===== config.mk =====
export PLATFORM = sky130hd
export DESIGN_NAME = uart_buffer_tx
export DESIGN_NICKNAME = d
export VERILOG_FILES = /design/src/rtl/uart_buffer_tx.sv
export SDC_FILE = /design/constraint.sdc
export NUM_CORES = 1
export LEC_CHECK = 0
export CORE_UTILIZATION = 45
export DETAILED_ROUTE_END_ITERATION = 10
export PLACE_DENSITY_LB_ADDON = 0.12
export SLEW_MARGIN = 5
export SYNTH_ARGS = -nofsm -noshare
export SYNTH_HDL_FRONTEND = slang
export SYNTH_SLANG_ARGS = --single-unit

===== constraint.sdc =====
create_clock -name clk -period 2.95 [get_ports clk]
set_input_delay 0.295 -clock clk [delete_from_list [all_inputs] [get_ports clk]]
set_output_delay 0.295 -clock clk [all_outputs]
set_load 0.02 [all_outputs]

===== src/rtl/uart_buffer_tx.sv =====
// uart_buffer_tx: drains a byte circular buffer and shifts each byte out as an
// 8N1 frame (start, 8 data bits LSB first, stop) on tx.
module uart_buffer_tx #(
  parameter int unsigned BUFFER_BYTE_SIZE = 4,
  parameter int unsigned BUFFER_ADDR_SIZE = $clog2(BUFFER_BYTE_SIZE),
  parameter int unsigned CLKS_PER_BIT     = 868
) (
  input  logic                      clk,
  input  logic                      reset,
  input  logic                      tx_en,
  input  logic [BUFFER_ADDR_SIZE:0] buf_size_avai,
  input  logic [7:0]                buf_output_data,
  output logic                      buf_output_en,
  output logic                      tx,
  output logic                      busy,
  output logic                      tx_done
);

  localparam int unsigned AVAI_W = BUFFER_ADDR_SIZE + 1;
  localparam int unsigned CNT_W  = $clog2(CLKS_PER_BIT);

  localparam logic [AVAI_W-1:0] EMPTY_AVAI = AVAI_W'(BUFFER_BYTE_SIZE);
  localparam logic [CNT_W-1:0]  BIT_LAST   = CNT_W'(CLKS_PER_BIT - 1);
  localparam logic [2:0]        IDX_LAST   = 3'd7;

  typedef enum logic [1:0] {
    S_IDLE  = 2'd0,
    S_START = 2'd1,
    S_DATA  = 2'd2,
    S_STOP  = 2'd3
  } state_e;

  state_e           state_q, state_d;
  logic [7:0]       shift_q, shift_d;
  logic [2:0]       bit_idx_q, bit_idx_d;
  logic [CNT_W-1:0] cnt_q, cnt_d;
  logic             tx_q, tx_d;
  logic             pop_q, pop_d;
  logic             busy_q, busy_d;
  logic             done_q, done_d;

  logic             bit_end;
  logic             start_ok;

  // Last cycle of the current bit time, and permission to begin a new frame.
  assign bit_end  = (cnt_q == BIT_LAST);
  assign start_ok = tx_en && (buf_size_avai != EMPTY_AVAI);

  // State and datapath registers; reset leaves the line idle and the pop low.
  always_ff @(posedge clk or negedge reset) begin
    if (!reset) begin
      state_q   <= S_IDLE;
      shift_q   <= 8'h00;
      bit_idx_q <= 3'd0;
      cnt_q     <= '0;
      tx_q      <= 1'b1;
      pop_q     <= 1'b0;
      busy_q    <= 1'b0;
      done_q    <= 1'b0;
    end else begin
      state_q   <= state_d;
      shift_q   <= shift_d;
      bit_idx_q <= bit_idx_d;
      cnt_q     <= cnt_d;
      tx_q      <= tx_d;
      pop_q     <= pop_d;
      busy_q    <= busy_d;
      done_q    <= done_d;
    end
  end

  // Next-state logic: each phase advances on the last cycle of its bit time.
  always_comb begin
    state_d = state_q;
    case (state_q)
      S_IDLE:  if (start_ok) state_d = S_START;
      S_START: if (bit_end) state_d = S_DATA;
      S_DATA:  if (bit_end && (bit_idx_q == IDX_LAST)) state_d = S_STOP;
      S_STOP:  if (bit_end) state_d = S_IDLE;
      default: state_d = S_IDLE;
    endcase
  end

  // Next values for the shifter, counters and registered outputs.
  always_comb begin
    shift_d   = shift_q;
    bit_idx_d = bit_idx_q;
    cnt_d     = cnt_q + CNT_W'(1);
    tx_d      = tx_q;
    pop_d     = 1'b0;
    done_d    = 1'b0;
    busy_d    = (state_d != S_IDLE);
    case (state_q)
      S_IDLE: begin
        tx_d      = 1'b1;
        cnt_d     = '0;
        bit_idx_d = 3'd0;
        if (start_ok) begin
          // Pop and start bit share an edge; the byte is taken before the
          // buffer's read pointer moves.
          shift_d = buf_output_data;
          pop_d   = 1'b1;
          tx_d    = 1'b0;
        end
      end
      S_START: begin
        if (bit_end) begin
          cnt_d     = '0;
          bit_idx_d = 3'd0;
          tx_d      = shift_q[0];
        end
      end
      S_DATA: begin
        if (bit_end) begin
          cnt_d     = '0;
          shift_d   = {1'b0, shift_q[7:1]};
          bit_idx_d = bit_idx_q + 3'd1;
          // After bit 7 the line rises for the stop bit.
          tx_d      = (bit_idx_q == IDX_LAST) ? 1'b1 : shift_q[1];
        end
      end
      S_STOP: begin
        if (bit_end) begin
          cnt_d  = '0;
          tx_d   = 1'b1;
          done_d = 1'b1;
        end
      end
      default: begin
        cnt_d = '0;
        tx_d  = 1'b1;
      end
    endcase
  end

  assign buf_output_en = pop_q;
  assign tx            = tx_q;
  assign busy          = busy_q;
  assign tx_done       = done_q;

endmodule


==> results of run 1 <==
## metal layers
metal | share of wire | global-route usage | vias to the layer above | routed length (um)
met5 | 0 | 0 | - | 0
met1 | 0.45 | 0.189 | 418 | 985
met3 | 0.036 | 0.0256 | 2 | 80
met4 | 0.0068 | 0.0627 | 0 | 15
met2 | 0.51 | 0.284 | 11 | 1120
li1 | - | - | 415 | -
## area by class of cell
| cell class | instances | area share |
|---|---|---|
| flip-flops and latches | 27 | 0.443 |
| clock buffers | 4 | 0.0172 |
| inverters | 6 | 0.0147 |
| repair buffers | 18 | 0.116 |
| well taps | 31 | 0.0254 |
| multi-input cells | 74 | 0.383 |
## placed cells by master (no fill, tap or decap), types with 2 or more instances in the layout
master / instances
clkdlybuf4s50_1: 17
xnor2_1: 7
a22o_2: 2
clkbuf_4: 3
xor2_1: 2
dfrtp_1: 26
nand2_1: 5
ha_1: 3
nor2_1: 15
mux2_2: 15
nand3_1: 6
inv_1: 6
## power by group through the flow
| stage | Clock [W] | Combinational (W) | Sequential (W) |
|---|---|---|---|
| 2_1_floorplan | 0 | 0.00000455 | 0.000377 |
| 3_3_place_gp | 0 | 0.0000301 | 0.000377 |
| 3_5_place_dp | 0 | 0.0000307 | 0.000377 |
| 4_1_cts | 0.000168 | 0.0000311 | 0.000370 |
| 5_1_grt | 0.000181 | 0.0000336 | 0.000370 |
| 6_report | 0.000155 | 0.0000300 | 0.000370 |
## logic make-up (layout without fill, tap and decap cells)
kind of cell    Yosys count  after routing
simple gates             37             37
flops                    27             27
mux                      16             16
xor+xnor                  9              9
buf+inv                   9             28
compound gates            8              8
fa+ha+maj                 4              4
## flip-flops by register name, summed over array words and instances (netlist names)
signal / count
cnt_q: 10
shift_q: 8
bit_idx_q: 3
state_q: 2
buf_output_en: 1
busy: 1
tx: 1
tx_done: 1
## synthesized netlist by cell type, types with 2 or more instances
cell,n,area (um2)
a22o_2,2,20.0
buf_4,2,15.0
dfrtp_1,26,651
ha_1,3,37.5
inv_1,6,22.5
mux2_2,15,169
nand2_1,5,18.8
nand3_1,6,30.0
nor2_1,15,56.3
xnor2_1,7,61.3
xor2_1,2,17.5
## path summary, 6_finish.rpt
kind / endpoint / depth (start not counted)
max: shift_q[4] / 5
min: busy / 1
max reg2reg: shift_q[4] / 5
min reg2reg: cnt_q[0] / 1
max in group asynchronous: cnt_q[3] / 2
min in group clk: cnt_q[0] / 1
## per-stage QoR
stage / cells / hold WS, ps / utilization
6_report: 160 / 438 / 0.554
4_1_cts: 160 / 461 / 0.554
5_1_grt: 160 / 487 / 0.554
3_5_place_dp: 156 / 476 / 0.544
2_1_floorplan: 110 / -0.591 / -
3_3_place_gp: 156 / 468 / 0.544
==> impl_results.md, run 1 <==
* Via count at 846
* Total Neg Setup Slack at 0 ps
* Post-Syn Area per Cell at 11.9 um2
* Register area at 677 um2
* Post-CTS setup buffers at 0
* Root Driver: clkbuf_4
* Slew Viols, Final at 0
* # IOs at 18
* Antenna diodes at 0
* Asr flop ratio synth at 1.00
* Clk slew on worst S/H paths at 140 ps
* Pwr dens at approximately 360 nW/um2
* TritonCTS Buffers at 3
* Worst Path Buf+Inv at 0
* Clock Path Buffers at 2
* Hold Crit Class: in2async
* Post-DP Area at 1500 um2
* Worst path cell trace: ha_1 -> and4b_1 -> and3b_1 -> a21oi_4 -> mux2_2
* Tightest Pin Transition at 836 ps
* Multiplexer share of the synthesized area at 0.141
* Drt wl/cell at 13.8 um
* Clk sinks at 27
* Design internal power at about 0.00044 W
* Final Power at around 0.00056 W
* FF-to-FF setup slack at 1050 ps
* Die Wd at 55.9 um
* Hold Buf Count CTS at 0
* Antenna violations before repair at 0
* # setup viols final at 0
* Slowest cell delay on critical path at roughly 430 ps
* Post-route ant nets at 0
* Nets at 147
* Initial Util at 0.473
* EDFF count, synth at 0
* Simple-Gate Fraction of Synth Area at 0.151
* Core area at about 2800 um2
* Htree depth at 1
* Post-route DRC violation count at 0
* Flop pwr share at 0.666
* Overall routing resource usage at 0.158
* Final Instance Area at between 1500 and 2000 um2
* Die Span Y at 55.9 um
* Row cnt at 19
* Filler cell count at 241
* Lkg Pwr at 0.698 nW
* Final worst-path setup slack at between 1000 and 1500 ps
* Adder-cell share of the synthesized area at 0.0374
* Yosys reg bits at 27
* Gr ovfl total at 0
* Crit path max-delay family: simple AND/OR/NAND/NOR gates
* DP Wirelength at 1660 um
* Post-route minimum period at 1900 ps
* Final Hold Viols at 0
* Compound-cell area share of the yosys netlist at 0.0585
* Switching part of the total at 0.204
* Clock power frac at 0.280
* Layout cells sized above 1 at 0.233
* Sequential area share after synthesis at 0.519
* Clock latency on the worst-skew pair at 310 ps
* WP data arrival at roughly 2100 ps
* Synth-to-Final Area Change at 17.1%
* Critical path required time at between 3000 and 4000 ps
* Largest net degree at the start of global routing at 20
* Mapped cell area at approximately 1300 um2
* Die area at 3120 um2
* Via-per-instance ratio at 5.29
* First-pass GRT wire length at between 3000 and 4000 um
* Library cells used by synthesis at 32
* Largest family of logic cells by synthesized area: simple AND/OR/NAND/NOR gates
* Ys flop type: dfrtp_1
* CTS resizes at 0
* Vias in the first global route at about 920
* Yosys warns at 0
* Clk_skew at 1.37 ps
* Slew HR at 0.441
* Status: completed
* Switching pwr at 0.000113 W
* MaxCap Viol Count at 0
* Iter 0 DRT Violations at 24
* Area of the multi-input gates at 586 um2
* Drt pass-1 iters at 4
* Synth Area in XOR/XNOR at 0.0604
* Critical path fanouts, max at 7
* Combinational Power Share at 0.054
* Port Buf Inserts at 17
* Nature of the critical path endpoint: flip-flop
* Fmax at 527 MHz
* Final worst-path cycle share at 0.643
* Critical Path Source Type: flip-flop
* RSZ-0062 raised after global routing: no
* Synthesized netlist cell count at 110
* Crit. Startpoint: cnt_q[0]
* CP max stage cell: dfrtp_1
* Final wirelength at ~2200 um
* CTS tree: done
* Reg2reg start: cnt_q[0]
* Critical path class: reg2reg
* Max VDD drop at 0.000233 V
* Post-place setup slack at about 1000 ps
* Mapped Nets at 127
* Routability cong. at 0.770
(Power assumes the default switching activity.)
==> run 2, diff against run 1 <==
Clock period 2.95 ns to 1.9 ns, I/O delays scaled along.
==> run 2 against run 1 <==
Effect of this change:
- sequential share of layout area shrank 1.2 points
- combinational power is 53% higher
- clock power increased by 64%
- register-to-register slack lost 970 ps
- non-clock buffer count is 5 higher
- cell area is 2.8% higher
- final cell count up 3.1%
- fmax grew 4.5%
- largest cell class unchanged
- hold slack got worse by 220 ps
- first-iteration DRC count shrank 54%
==> impl_results.md, run 2 (synthesis gave the netlist of run 1 again) <==
* Clock latency on the worst-skew pair at 330 ps (+20 ps)
* TritonCTS Buffers at 3 (unchanged)
* Post-DP Area at 1520 um2 (+1.5%)
* Worst path cell trace: ha_1 -> and4b_1 -> and3b_2 -> a21oi_4 -> mux2_2
* Clk sinks at 27 (unchanged)
* Critical path required time at 2140 ps (-1030 ps)
* Filler cell count at 247 (+2.5%)
* Final Instance Area at 1570 um2 (+2.8%)
* # setup viols final at 0 (unchanged)
* Synth-to-Final Area Change at 20.3%
* Port Buf Inserts at 17 (unchanged)
* Antenna diodes at 0 (unchanged)
* Final cell count without fillers at 165 (+3.1%)
* Final wirelength at 2130 um (-3.3%)
* Die Wd at 55.9 um (unchanged)
* Nets at 152 (+3.4%)
* Largest register by flop count: cnt_q
* Root Driver: clkbuf_4
* Htree depth at 1 (unchanged)
* Commonest non-fill, non-tap cells in the layout: dfrtp_1, clkdlybuf4s50_1, nor2_1, mux2_2, xnor2_1
* Layout cells sized above 1 at 0.276 (+0.0436)
* Post-route ant nets at 0 (unchanged)
* Max VDD drop at 0.000314 V (+35%)
* Slowest cell delay on critical path at 440 ps (about the same)
* Crit path max-delay family: flip-flops
* Via count at 845 (-0.12%)
* Biggest regs: cnt_q (10), shift_q (8), bit_idx_q (3)
* Via-per-instance ratio at 5.12 (-3.1%)
* First-pass GRT wire length at 3860 um (-1.1%)
* CTS tree: done
* Overall routing resource usage at 0.156 (-0.00244)
* Gr ovfl total at 0 (unchanged)
* Routability cong. at 0.716 (-7.0%)
* Nature of the critical path endpoint: flip-flop
* Max FFs per register at 10 (unchanged)
* FF-to-FF setup slack at 90 ps (-970 ps)
* Drt pass-1 iters at 4 (unchanged)
* Final Power at 0.000874 W (+57%)
* Critical Path Source Type: flip-flop
* Lkg Pwr at 0.724 nW (+3.7%)
* Final Hold Viols at 0 (unchanged)
* CP max stage cell: dfrtp_1
* # IOs at 18 (unchanged)
* Final worst-path setup slack at 85.4 ps (-968 ps)
* Hold Buf Count CTS at 0 (unchanged)
* Slew HR at 0.772 (+0.331)
* Critical path class: reg2reg
* Row cnt at 19 (unchanged)
* Post-route minimum period at 1810 ps (-82.3 ps)
* Clock Path Buffers at 2 (unchanged)
* Largest net degree at the start of global routing at 28 (+40%)
* Pwr dens at 557 nW/um2 (+53%)
* Antenna violations before repair at 0 (unchanged)
* Tightest Pin Transition at 342 ps (-494 ps)
* Iter 0 DRT Violations at 11 (-54%)
* Initial Util at 0.473 (unchanged)
* Die area at 3120 um2 (unchanged)
* Critical path fanouts, max at 7 (unchanged)
* Clk_skew at 13.8 ps (+12.5 ps)
* Post-route DRC violation count at 0 (unchanged)
* DP Wirelength at 1570 um (-5.4%)
* Clk slew on worst S/H paths at 160 ps (+20 ps)
* Core area at 2760 um2 (unchanged)
* Hold Crit Class: in2async
* Worst Path Buf+Inv at 0 (unchanged)
* Drt wl/cell at 12.9 um (-6.2%)
* Slew Viols, Final at 0 (unchanged)
* Commonest non-fill, non-tap cell in the layout: dfrtp_1
* Die Span Y at 55.9 um (unchanged)
* Final worst-path cycle share at 0.955 (+0.312)
* Post-place setup slack at 64.5 ps (-921 ps)
* Fmax at 551 MHz (+4.5%)
* MaxCap Viol Count at 0 (unchanged)
* Dpl cells at 159 (+1.9%)
* WP data arrival at 2050 ps (-60 ps)
* Vias in the first global route at 868 (-5.1%)
* Status: completed
run 2: cell types whose count changed in the layout (fill, tap and decap cells not counted):
cell / before / now
buf_4: 1 / 6
and3b_1: 1 / 0
and3b_2: 0 / 1
clkbuf_1: 1 / 0
clkinvlp_4: 0 / 1
run 2: path summary, 6_finish.rpt:
| check | startpoint | cells after the start | to |
|---|---|---|---|
| min in group clk | buf_output_data[7] | 3 | shift_q[7] |
| max in group asynchronous | reset | 2 | tx |
| min reg2reg | cnt_q[0] | 1 | cnt_q[0] |
| min | reset | 2 | state_q[0] |
| max | cnt_q[0] | 5 | shift_q[4] |
| max reg2reg | cnt_q[0] | 5 | shift_q[4] |
run 2: cell type report:
| class | count | area [um2] | share of cell area |
|---|---|---|---|
| clock buffer | 3 | 22.5 | 0.0143 |
| multi-input combinational | 74 | 587 | 0.374 |
| sequential | 27 | 677 | 0.431 |
| clock inverter | 1 | 7.51 | 0.00478 |
| inverter | 6 | 22.5 | 0.0143 |
| tap | 31 | 38.8 | 0.0247 |
| timing repair buffer | 23 | 215 | 0.137 |
run 2: repair_timing:
action,4_1_cts,5_1_grt
buffers inserted,0,2
setup endpoints to repair,0,4
gates resized for setup,0,1
endpoints found under the hold margin,0,0
run 2: power by group:
part | leakage, nW | switching [W] | internal (W)
Combinational | 0.367 | 0.0000160 | 0.0000300
Clock | 0.0139 | 0.000173 | 0.0000804
Sequential | 0.344 | 0 | 0.000575
Total | 0.724 | 0.000189 | 0.000685
run 2: metrics by stage:
| stage | hold WS [ps] | util | setup TNS (ps) |
|---|---|---|---|
| after floorplan | -106 | - | 0 |
| after global placement | 468 | 0.553 | 0 |
| after detailed placement | 485 | 0.553 | 0 |
| after CTS | 222 | 0.564 | 0 |
| after global routing | 227 | 0.569 | -0.312 |
| final | 218 | 0.569 | 0 |
run 2: routing by layer:
metal / GRT usage / up-vias / wire length, um
li1: - / 427 / -
met1: 0.225 / 401 / 1100
met2: 0.243 / 13 / 936
met3: 0.0233 / 4 / 68
met4: 0.0523 / 0 / 29
met5: 0 / - / 0
